$ cat src/rtl/if_stage.sv
// Instruction fetch stage: issues word fetches, tracks in-flight requests,
// buffers up to two returned instructions and squashes stale responses on redirect.
module if_stage #(
  parameter logic [31:0] RESET_PC        = 32'h0000_0000,
  parameter int          MAX_OUTSTANDING = 2
) (
  input  logic        clk,
  input  logic        rst,
  input  logic        stall_i,
  input  logic        branch_flag_i,
  input  logic [31:0] branch_addr_i,
  output logic        imem_req_o,
  output logic [31:0] imem_addr_o,
  input  logic        imem_gnt_i,
  input  logic        imem_rvalid_i,
  input  logic [31:0] imem_rdata_i,
  output logic [31:0] pc_o,
  output logic [31:0] inst_o,
  output logic        inst_valid_o
);

  typedef enum logic [1:0] {
    BOOT  = 2'd0,
    RUN   = 2'd1,
    FLUSH = 2'd2
  } state_e;

  localparam logic [2:0] MAX_OUT = 3'(MAX_OUTSTANDING);

  state_e      state_q, state_d;
  logic [31:0] fpc_q, fpc_d;
  logic [1:0]  out_q, out_d;
  logic [1:0]  drop_q, drop_d;
  logic [1:0]  cnt_q, cnt_d;
  logic [31:0] b0_pc_q, b0_pc_d, b0_inst_q, b0_inst_d;
  logic [31:0] b1_pc_q, b1_pc_d, b1_inst_q, b1_inst_d;
  logic        req_q, req_d;
  logic        valid_q, valid_d;

  logic        xfer_s, resp_s, drop_s, push_s, pop_s;
  logic [31:0] resp_pc_s;
  logic [1:0]  unused_baddr_lsb;

  assign unused_baddr_lsb = branch_addr_i[1:0];

  // Next-state computation for fetch counter, tracking counters, buffer and FSM
  always_comb begin
    xfer_s    = req_q & imem_gnt_i;
    resp_s    = imem_rvalid_i & (out_q != 2'd0);
    drop_s    = resp_s & (drop_q != 2'd0);
    push_s    = resp_s & ~drop_s & ~branch_flag_i;
    pop_s     = (cnt_q != 2'd0) & ~stall_i;
    // Responses are in order and every live one postdates the last redirect,
    // so the oldest outstanding request sits out_q words behind fpc.
    resp_pc_s = fpc_q - {28'd0, out_q, 2'b00};

    state_d   = state_q;
    fpc_d     = fpc_q;
    out_d     = out_q;
    drop_d    = drop_q;
    cnt_d     = cnt_q;
    b0_pc_d   = b0_pc_q;
    b0_inst_d = b0_inst_q;
    b1_pc_d   = b1_pc_q;
    b1_inst_d = b1_inst_q;

    case ({xfer_s, resp_s})
      2'b10:   out_d = out_q + 2'd1;
      2'b01:   out_d = out_q - 2'd1;
      default: out_d = out_q;
    endcase

    if (branch_flag_i) begin
      fpc_d   = {branch_addr_i[31:2], 2'b00};
      drop_d  = out_d;
      state_d = (out_d != 2'd0) ? FLUSH : RUN;
      cnt_d   = 2'd0;
    end else begin
      fpc_d  = xfer_s ? (fpc_q + 32'd4) : fpc_q;
      drop_d = drop_s ? (drop_q - 2'd1) : drop_q;
      case (state_q)
        BOOT:    state_d = RUN;
        RUN:     state_d = RUN;
        FLUSH:   state_d = (drop_d == 2'd0) ? RUN : FLUSH;
        default: state_d = BOOT;
      endcase
      case ({push_s, pop_s})
        2'b11: begin
          if (cnt_q == 2'd1) begin
            b0_pc_d   = resp_pc_s;
            b0_inst_d = imem_rdata_i;
          end else begin
            b0_pc_d   = b1_pc_q;
            b0_inst_d = b1_inst_q;
            b1_pc_d   = resp_pc_s;
            b1_inst_d = imem_rdata_i;
          end
        end
        2'b10: begin
          if (cnt_q == 2'd0) begin
            b0_pc_d   = resp_pc_s;
            b0_inst_d = imem_rdata_i;
            cnt_d     = 2'd1;
          end else if (cnt_q == 2'd1) begin
            b1_pc_d   = resp_pc_s;
            b1_inst_d = imem_rdata_i;
            cnt_d     = 2'd2;
          end else begin
            cnt_d = cnt_q;
          end
        end
        2'b01: begin
          b0_pc_d   = b1_pc_q;
          b0_inst_d = b1_inst_q;
          cnt_d     = cnt_q - 2'd1;
        end
        default: cnt_d = cnt_q;
      endcase
    end

    req_d   = (state_d == RUN) && (({1'b0, out_d} + {1'b0, cnt_d}) < MAX_OUT);
    valid_d = (cnt_d != 2'd0);
  end

  // State registers with synchronous reset
  always_ff @(posedge clk) begin
    if (rst) begin
      state_q   <= BOOT;
      fpc_q     <= RESET_PC;
      out_q     <= 2'd0;
      drop_q    <= 2'd0;
      cnt_q     <= 2'd0;
      b0_pc_q   <= 32'h0000_0000;
      b0_inst_q <= 32'h0000_0000;
      b1_pc_q   <= 32'h0000_0000;
      b1_inst_q <= 32'h0000_0000;
      req_q     <= 1'b0;
      valid_q   <= 1'b0;
    end else begin
      state_q   <= state_d;
      fpc_q     <= fpc_d;
      out_q     <= out_d;
      drop_q    <= drop_d;
      cnt_q     <= cnt_d;
      b0_pc_q   <= b0_pc_d;
      b0_inst_q <= b0_inst_d;
      b1_pc_q   <= b1_pc_d;
      b1_inst_q <= b1_inst_d;
      req_q     <= req_d;
      valid_q   <= valid_d;
    end
  end

  assign imem_req_o   = req_q;
  assign imem_addr_o  = fpc_q;
  assign pc_o         = b0_pc_q;
  assign inst_o       = b0_inst_q;
  assign inst_valid_o = valid_q;

endmodule

$ cat config.mk
export PLATFORM = sky130hd
export DESIGN_NAME = if_stage
export DESIGN_NICKNAME = d
export VERILOG_FILES = /design/src/rtl/if_stage.sv
export SDC_FILE = /design/constraint.sdc
export NUM_CORES = 1
export LEC_CHECK = 0
export CAP_MARGIN = 10
export CORE_MARGIN = 1
export CORE_UTILIZATION = 52
export CTS_CLUSTER_SIZE = 30
export DETAILED_ROUTE_END_ITERATION = 12
export PLACE_DENSITY = 0.84
export SYNTH_ARGS = -nofsm -noshare
export SYNTH_HDL_FRONTEND = slang
export SYNTH_SLANG_ARGS = --single-unit
$ cat constraint.sdc
create_clock -name clk -period 6.5 [get_ports clk]
set_input_delay 0.975 -clock clk [delete_from_list [all_inputs] [get_ports clk]]
set_output_delay 0.975 -clock clk [all_outputs]
set_load 0.01 [all_outputs]
==> impl_results.md, run 1 <==
- Number of instances resized during post-cts repair: 0
- Met2 Use GR: 46.4%
- Standard-cell row count: 45
- Total clock sinks: between 150 and 200
- Worst reg2reg path depth: 10
- Maximum clock rate: 0.257 GHz
- Syn. warnings: 0
- Count of nets after finishing: roughly 1200
- Class of the tightest hold or removal check: reg -> reg
- Pwr/cell area: between 200 and 300 mW/mm^2
- CTS tree: built
- Number of hold-slack violations in the final timing report: 0
- Slew at the pin closest to its max-slew limit: approximately 1200 ps
- Min Tclk post-route: a little under 4000 ps
- Synth Area per Inst: around 7.9 sq um
- Reg2Reg Setup Slack: between 2000 and 3000 ps
- Status: completed
- Largest family of logic cells by synthesized area: simple AND/OR/NAND/NOR gates
- Met1 usage: between 30 and 40%
- Area added between synthesis and finish: 26.7%
- Starting density of the core: 53.7%
- Required arrival time at the worst endpoint: about 6800 ps
- Startpoint class of the critical path: primary input
- Ant. Diodes: 0
- Count of flip-flops with a built-in enable after synthesis: 0
- Number of buffers added by the clock tree synthesis step: 17
- Post-Route Skew: roughly 7.9 ps
- Clock tree root buffer cell: clkbuf_16
- Worst voltage drop across the vdd grid: approximately 180 uV
- Synth top area share: about two fifths
- Maximum number of pins on one net before global-route repair: between 70 and 80
- Hold path depth: 2
- Count of buffers from port buffering: ~160
- Detail-routed via count per cell: a little under 6
- Iteration-0 DRC Markers: between 600 and 700
- Worst Path Max Fanout: 12
- Count of filler cells inserted in the layout: between 1000 and 1500
- Multiplexer share of the synthesized area: 1.12%
- Overall fraction of global-route tracks in use: 28.6%
- Arithmetic-cell share of the synthesized area counting full adders, half adders and majority gates: under 10%
- Proportion of synthesized flip-flops having asynchronous set or reset: 0%
- Hold buffer count at CTS: 0
- Detailed-routing iteration count for the pre-antenna-repair pass: 5
- Yosys top cell by area: dfxtp_1
- Final global-route overflow total: 0
- Area fraction in and, or, nand and nor cells after synthesis: a little under a quarter
- Y dimension of the die: approximately 130 um
- Fraction of the yosys area taken by sequential cells: 41.1%
- Max-cap violations: 0
- DIE WIDTH: ~130 um
- Part of the cycle the worst path needs: 59.8%
- Mean routed wirelength per cell: between 15 and 20 um
- ANT nets after route: 0
- Ports: between 150 and 200
- Netlist area before placement: about 0.0082 sq mm
- Total count of max-transition violations in the final report: 0
- XOR/XNOR Fraction of Synth Area: 5.35%
- Maximum buffer depth of the clock tree: 2
- Distinct cell type count after synthesis: 58
- Met3 routing resource usage after global routing: under 10%
- H-Tree Level Count: 4
- Buffers inserted by post-CTS timing repair: 0
- Relative slew slack: 18.6%
- RSZ-0062 raised after global routing: no
- Setup-violating endpoint count in the final report: 0
- Fin Setup TNS: 0 ps
- Clock latency at the later pin of the worst-skew pair: 420 ps
- Arrival time of data at the critical path endpoint: between 4000 and 5000 ps
- Fraction of final layout cells with drive strength greater than 1: under 10%
- DR DRC count: 0
- Via count: 8048
- DP Wirelength: ~15000 um
- Core occupancy in the finished layout: between 60% and 70%
- Global placement routability congestion: between 0.9 and 1
- LEAKAGE: around 3.6 nW
- Setup CP Type: in -> reg
- Total wirelength of the detailed-routed design: ~23000 um
- Share of the synthesized area in compound gates (AO/OA/AOI/OAI): 20.5%
- Antenna violations before repair: 0
- Total Die Area: 0.0163 sq mm
- Most Crowded Layer GR: met2
- Global-route wire length before repair: about 37000 um
- Top cells by area in the synthesized netlist: dfxtp_1, nor2_1, a21oi_1
- Vias in the first global route: between 7000 and 8000
- Cells after Synth: approximately 1000
- Kind of end point of the critical path: flop
- Clock Pin Slew Worst Setup and Hold Paths: approximately 60 ps
- Core Area: 0.0153 sq mm
- Predominant post-synthesis flop cell: dfxtp_1
- #FFs+latches synth: around 170
==> power breakdown <==
| part | total, mW | switching (mW) | internal (mW) |
|---|---|---|---|
| Clock | 0.998 | 0.422 | 0.576 |
| Sequential | 1.21 | 0.0887 | 1.12 |
| Combinational | 0.806 | 0.449 | 0.357 |
==> flip-flops by register name, indices dropped and copies added (netlist names) <==
name / count
inst_valid_o: 1
pc_o: 32
imem_req_o: 1
out_q: 2
cnt_q: 2
b1_pc_q: 32
inst_o: 32
imem_addr_o: 30
drop_q: 2
b1_inst_q: 32
state_q: 2
==> worst max-delay path, stage by stage <==
cell and delay [ps]:
clkdlybuf4s50_1 440, o211ai_1 290, nor2_1 190, ha_1 570
nand2b_1 190, a21boi_1 930, nor2_1 80, a221oi_1 370
a21oi_1 110
==> cells in the final DEF, fill, tap and decap left out, types with 4 or more instances in the layout <==
cell type,synthesis,final
nand2b_1,4,4
o31a_1,4,4
buf_4,2,11
nor2_1,130,129
nand4_1,19,19
or3_1,9,9
or2_2,4,4
a21oi_1,87,87
nor2b_1,6,6
nor4_1,17,17
o21ai_1,5,4
clkdlybuf4s50_1,0,162
nand2_1,108,108
a31oi_1,4,4
a2111oi_0,6,6
inv_1,24,24
ha_1,11,11
nor3_1,61,61
xor2_1,33,33
and4_1,6,6
mux2i_1,8,8
nand3_1,16,16
dfxtp_1,168,168
clkbuf_16,0,17
a211oi_1,36,36
and3_1,7,7
xnor2_1,17,17
o21ai_0,55,55
a311oi_1,4,4
a221oi_1,42,42
==> path summary, 6_finish.rpt <==
check / startpoint / end
max reg2reg: drop_q[0] / pc_o[16]
min reg2reg: b1_inst_q[14] / b1_inst_q[14]
max: imem_rvalid_i / pc_o[16]
min: b1_inst_q[14] / b1_inst_q[14]
==> synthesized netlist by cell type, types with 3 or more instances <==
cell / count
nor4b_1: 3
a21oi_1: 87
o31a_1: 4
buf_1: 9
nand3_1: 16
ha_1: 11
nor2b_1: 6
o21ai_0: 55
nor4_1: 17
and2_1: 3
nand2_1: 108
nor2_1: 130
xnor2_1: 17
nand4_1: 19
and3_1: 7
or2_2: 4
o21ai_1: 5
mux2i_1: 8
dfxtp_1: 168
a2111oi_0: 6
buf_6: 3
nand2b_1: 4
inv_1: 24
a211oi_1: 36
or3_1: 9
a311oi_1: 4
a21boi_0: 3
buf_2: 6
a31oi_1: 4
xor2_1: 33
and4_1: 6
clkbuf_1: 78
nor3_1: 61
a221oi_1: 42
==> cell families after synthesis <==
family / Yosys count
compound gates: 261
xor+xnor: 50
other cells: 1
flops: 168
mux: 9
buf+inv: 122
simple gates: 407
fa+ha+maj: 13
==> stage by stage <==
step / power, mW / worst slack [ps] / hold slack (ps) / std cells / instance area [sq um]
2_1_floorplan: 1.69 / 2770 / 436 / 1032 / 8190
3_3_place_gp: 2.00 / 2270 / 441 / 1318 / 9800
3_5_place_dp: 2.02 / 2240 / 446 / 1318 / 9800
4_1_cts: 3.02 / 2630 / 458 / 1349 / 10400
5_1_grt: 3.15 / 2250 / 475 / 1349 / 10400
6_report: 3.02 / 2610 / 457 / 1349 / 10400
==> metal layers <==
layer,vias up,wire length [um]
li1,3862,-
met1,3809,9980
met2,307,10700
met3,70,1340
met4,0,796
met5,-,0
==> final cells by class <==
type / instances / area (sq um) / share of cell area, %
Tap cell: 211 / 264 / 2.54
Clock inverter: 10 / 119 / 1.15
Multi-Input combinational cell: 742 / 4380 / 42.3
Inverter: 24 / 90.1 / 0.868
Timing Repair Buffer: 173 / 1700 / 16.4
Sequential cell: 168 / 3360 / 32.4
Clock buffer: 21 / 450 / 4.34
No activity file was read; power rests on OpenSTA's default activity.
==> inputs of run 2 (changes only) <==
==> constraint.sdc (replaced) <==
create_clock -name clk -period 3.7 [get_ports clk]
set_input_delay 0.555 -clock clk [delete_from_list [all_inputs] [get_ports clk]]
set_output_delay 0.555 -clock clk [all_outputs]
set_load 0.01 [all_outputs]
==> run 2 against run 1 <==
Total power up 76%. Utilization grew 1.0 points. Clock power rose by 73%. Critical endpoint is now b1_inst_q[29]. Die area did not move. Largest power group unchanged. First-iteration DRC count up 3.2%. Register-to-register slack worse by 2300 ps. Highest routed layer unchanged.
==> impl_results.md, run 2 (synthesis gave the netlist of run 1 again) <==
- Status: completed
- RSZ-0062 raised after global routing: no
- Maximum number of pins on one net before global-route repair: 71
- Final global-route overflow total: 0
- Count of filler cells inserted in the layout: approximately 1200
- Count of non-filler cells in the finished layout: approximately 1400
- Required arrival time at the worst endpoint: just over 4000 ps
- Detailed-routing iteration count for the pre-antenna-repair pass: 5
- Total count of max-transition violations in the final report: 0
- DIE WIDTH: ~130 um
- Detail-routed via count per cell: 5.94
- Commonest cells after routing, fill and taps aside: dfxtp_1, clkdlybuf4s50_1, nor2_1, nand2_1, a21oi_1
- Y dimension of the die: 127 um
- Worst voltage drop across the vdd grid: around 340 uV
- Overall fraction of global-route tracks in use: between 20% and 30%
- Vias in the first global route: ~7500
- Slew at the pin closest to its max-slew limit: ~830 ps
- Clock Pin Slew Worst Setup and Hold Paths: ~60 ps
- Number of hold-slack violations in the final timing report: 0
- Area added between synthesis and finish: 28.6%
- Sequential cell area in the final layout: about 0.0034 sq mm
- Total Die Area: ~0.016 sq mm
- Worst Path Max Fanout: 29
- Class of the tightest hold or removal check: reg -> reg
- Startpoint class of the critical path: flop
- DR DRC count: 0
- Min Tclk post-route: roughly 3100 ps
- Core Area: between 0.015 and 0.02 sq mm
- Antenna violations before repair: 0
- Count of buffers from port buffering: 163
- LEAKAGE: approximately 3.7 nW
- Met3 routing resource usage after global routing: 5.95%
- CTS tree: built
- Number of buffers added by the clock tree synthesis step: 17
- ANT nets after route: 0
- Mean routed wirelength per cell: 16.8 um
- Number of placed cells counting well taps: 1330
- Relative slew slack: a little over two fifths
- Total clock sinks: 168
- Total wirelength of the detailed-routed design: between 20000 and 25000 um
- Multi-input gate area: between 0.004 and 0.005 sq mm
- Iteration-0 DRC Markers: about 720
- Hold buffer count at CTS: 0
- Hold path depth: 2
- Most Crowded Layer GR: met2
- Buffers inserted by post-CTS timing repair: 0
- Pwr/cell area: ~500 mW/mm^2
- Global placement routability congestion: about 0.9
- Maximum buffer depth of the clock tree: 2
- Worst setup slack after layout: ~640 ps
- Fin Setup TNS: 0 ps
- Global-route wire length before repair: 37500 um
- DP Wirelength: 15000 um
- Maximum clock rate: about 0.33 GHz
- Most common library cell in the layout ignoring fill and taps: dfxtp_1
- Post-Route Skew: a little under 7 ps
- Kind of end point of the critical path: flop
- Ant. Diodes: 0
- Via count: between 8000 and 9000
- Part of the cycle the worst path needs: a little over 80%
- Count of nets after finishing: 1222
- Starting density of the core: 53.7%
- Met2 Use GR: a little under half
- Fraction of final layout cells with drive strength greater than 1: between 6 and 7%
- Arrival time of data at the critical path endpoint: about 3400 ps
- Post-placement setup slack: around 340 ps
- Setup-violating endpoint count in the final report: 0
- Standard-cell row count: 45
- Clock latency at the later pin of the worst-skew pair: about 430 ps
- Number of instances resized during post-cts repair: 0
- Met1 usage: a little under two fifths
- Ports: approximately 170
- H-Tree Level Count: 4
- Worst reg2reg path depth: 11
- Max-cap violations: 0
- Setup CP Type: reg -> reg
- Clock tree root buffer cell: clkbuf_16
run 2: final timing paths:
path	slack, ps	from	endpoint
setup / recovery	640	cnt_q[0]	b1_inst_q[29]
setup reg to reg	640	cnt_q[0]	b1_inst_q[29]
hold reg to reg	460	b1_inst_q[14]	b1_inst_q[14]
hold / removal	460	b1_inst_q[14]	b1_inst_q[14]
run 2: layout make-up:
type / count / area share (%)
multi-input cells: 742 / 41.6
flip-flops and latches: 168 / 31.9
repair buffers: 186 / 17.7
clock buffers: 20 / 4.24
well taps: 211 / 2.51
clock inverters: 11 / 1.18
inverters: 24 / 0.856
run 2: layer usage:
| layer | wire length [um] | vias to the layer above | part of all wire [%] |
|---|---|---|---|
| li1 | - | 3880 | - |
| met1 | 9940 | 3835 | 44 |
| met2 | 10900 | 316 | 48 |
| met3 | 1360 | 56 | 6.0 |
| met4 | 665 | 0 | 2.9 |
| met5 | 0 | - | 0 |
run 2: critical path, cell delays in order (launching register included):
cell and delay [ps]:
dfxtp_1 370, inv_1 60, ha_1 240, nor2_1 320, inv_1 170, ha_1 290, nor4bb_1 160, a21oi_1 260
or2_2 600, buf_4 290, nand2_1 70, a21oi_1 140
run 2: through the flow:
step	power (mW)	area, sq um	util [%]	hold WS [ps]
floorplan	2.96	8190	-	436
global placement	3.55	9930	65.1	442
detailed placement	3.59	9930	65.1	449
CTS	5.32	10500	68.8	459
global route	5.55	10500	69.0	477
finish	5.31	10500	69.0	456
run 2: power breakdown:
group / switching (mW) / internal, mW
Clock: 0.726 / 1.01
Combinational: 0.789 / 0.658
Sequential: 0.154 / 1.97
==> inputs of run 3 (changes only) <==
==> constraint.sdc (replaced) <==
create_clock -name clk -period 2.95 [get_ports clk]
set_input_delay 0.4425 -clock clk [delete_from_list [all_inputs] [get_ports clk]]
set_output_delay 0.4425 -clock clk [all_outputs]
set_load 0.01 [all_outputs]
==> run 3 against run 2 <==
Global-route usage up 0.28 points. Non-clock buffer count up 25. Utilization up 2.0 points. Critical path depth down 3. Setup slack worse by 530 ps. Flip-flop and latch count unchanged. Critical endpoint is now b1_pc_q[24]. Largest cell class unchanged.
==> impl_results.md, run 3 (synthesis gave the netlist of run 1 again) <==
- Status: completed
- Core Area: approximately 0.015 sq mm
- Total count of max-transition violations in the final report: 0
- Internal cell power: approximately 4.8 mW
- DR DRC count: 0
- Overall fraction of global-route tracks in use: just under 30%
- Number of hold-slack violations in the final timing report: 0
- Power after layout: ~7.0 mW
- Clock latency at the later pin of the worst-skew pair: between 400 and 500 ps
- Maximum clock rate: between 0.3 and 0.4 GHz
- LEAKAGE: 3.82 nW
- Number of buffers added by the clock tree synthesis step: 17
- Commonest cells after routing, fill and taps aside: dfxtp_1, clkdlybuf4s50_1, nor2_1, nand2_1, a21oi_1
- Proportion of power drawn by flip-flops and latches: 37.9%
- Required arrival time at the worst endpoint: 3300 ps
- Ports: between 150 and 200
- Mean routed wirelength per cell: approximately 17 um
- Count of buffers from port buffering: roughly 160
- Arrival time of data at the critical path endpoint: about 3200 ps
- Global-route wire length before repair: about 38000 um
- Final global-route overflow total: 0
- Setup-violating endpoint count in the final report: 0
- DP Wirelength: about 16000 um
- Worst Path Max Fanout: 7
- Vias in the first global route: 7468
- Net Sw Power: roughly 2.2 mW
- ANT nets after route: 0
- Clock tree root buffer cell: clkbuf_16
- Max-cap violations: 0
- Most common library cell in the layout ignoring fill and taps: dfxtp_1
- Count of filler cells inserted in the layout: about 1200
- Via count: roughly 8000
- DR top layer: met4
- Total Die Area: 0.0163 sq mm
- DIE WIDTH: between 100 and 150 um
- Starting density of the core: 53.7%
- R2R Path Start: out_q[0]
- Clock Pin Slew Worst Setup and Hold Paths: roughly 70 ps
- Antenna violations before repair: 0
- Startpoint of the most critical setup path: out_q[0]
- Switching share of power: a little under a third
- Count of nets after finishing: 1247
- Part of the cycle the worst path needs: between 90% and 100%
- Capturing instance or port of the critical path: b1_pc_q[24]
- Met3 WL: 1700 um
- H-Tree Level Count: 4
- Post-Route Skew: 6.28 ps
- Worst setup slack after layout: roughly 110 ps
- Global placement routability congestion: between 0.8 and 0.9
- Startpoint class of the critical path: flop
- Clock share of power: roughly 34%
- Kind of end point of the critical path: flop
- Post-placement setup slack: -131 ps
- CTS tree: built
- Setup CP Type: reg -> reg
- Ant. Diodes: 0
- Fraction of final layout cells with drive strength greater than 1: about 8.7%
- Maximum number of pins on one net before global-route repair: 63
- Met1 wire length: between 10000 and 15000 um
- Buffers inserted by post-CTS timing repair: 0
- Iteration-0 DRC Markers: 761
- Relative slew slack: 47.2%
- Total clock sinks: about 170
- Maximum buffer depth of the clock tree: 2
- Total wirelength of the detailed-routed design: 23500 um
- Detailed-routing iteration count for the pre-antenna-repair pass: 6
- Pwr/cell area: around 640 mW/mm^2
- Worst voltage drop across the vdd grid: approximately 450 uV
- Y dimension of the die: between 100 and 150 um
- Min Tclk post-route: 2840 ps
- Reg2Reg Setup Slack: between 100 and 150 ps
- Area added between synthesis and finish: 32.4%
- End of the worst register-to-register path: b1_pc_q[24]
- Class of the tightest hold or removal check: in -> reg
- Detail-routed via count per cell: slightly below 6
- Standard-cell row count: 45
- Combinational share of power: approximately 28%
- Worst reg2reg path depth: 8
- Sum of met2 wire segment lengths after detailed routing: 11100 um
- Slew at the pin closest to its max-slew limit: about 790 ps
-- run 3: changes by cell type in the layout (fill, tap and decap cells not counted), moves of 2 or more --
cell | previous run | this run
buf_12 | 3 | 7
clkinvlp_4 | 3 | 1
inv_6 | 1 | 3
buf_4 | 20 | 42
ha_1 | 11 | 9
clkinv_2 | 3 | 0
nor2_1 | 129 | 127
bufinv_16 | 2 | 4
clkinv_4 | 2 | 4
-- run 3: power groups by stage --
stage          Combinational (mW)  Sequential, mW  Clock, mW
6_report                     1.94            2.64       2.38
5_1_grt                      2.10            2.67       2.49
4_1_cts                      1.91            2.64       2.40
3_5_place_dp                 1.89            2.69          0
3_3_place_gp                 1.85            2.68          0
2_1_floorplan               0.996            2.72          0
-- run 3: how the worst min path moves through the flow --
stage,end,cells after the start,startpoint
after global placement,b1_inst_q[21],2,b1_inst_q[21]
final,state_q[1],2,rst
after floorplan,b1_inst_q[0],2,b1_inst_q[0]
after CTS,state_q[1],2,rst
after detailed placement,b1_inst_q[7],2,b1_inst_q[7]
after global routing,state_q[1],2,rst
-- run 3: layout make-up --
cell class	count	area [sq um]	share of cell area, %
Inverter	24	90.1	0.831
Multi-Input combinational cell	742	4420	40.8
Clock buffer	20	437	4.03
Timing Repair Buffer	211	2080	19.2
Sequential cell	168	3360	31.0
Clock inverter	12	189	1.74
Tap cell	211	264	2.44
-- run 3: per-layer routing --
metal	vias up	GRT usage, %
met3	57	5.65
li1	3932	-
met1	3833	38.4
met2	338	46.9
met5	-	0
met4	0	11.8
-- run 3: repair_timing --
item	CTS	global route
resized for setup	0	8
hold endpoints to repair	0	0
hold buffers	0	0
setup endpoints to repair	0	74
-- run 3: through the flow --
stage	TNS, ps	std cells	area (sq um)	utilization [%]	hold slack (ps)
finish	0	1388	10800	71.0	424
global route	-43.8	1388	10800	71.0	451
CTS	0	1388	10800	70.8	416
detailed placement	-1290	1356	10200	66.7	447
global placement	-34.8	1356	10200	66.7	441
floorplan	0	1032	8200	-	436
-- run 3: worst max-delay path, stage by stage, from the launching register on --
cell and delay, ps:
dfxtp_1 440, ha_1 240, fa_1 220, or3b_2 580, or3_1 470, buf_4 210, nor4_4 270, xnor2_1 120
a211oi_2 210
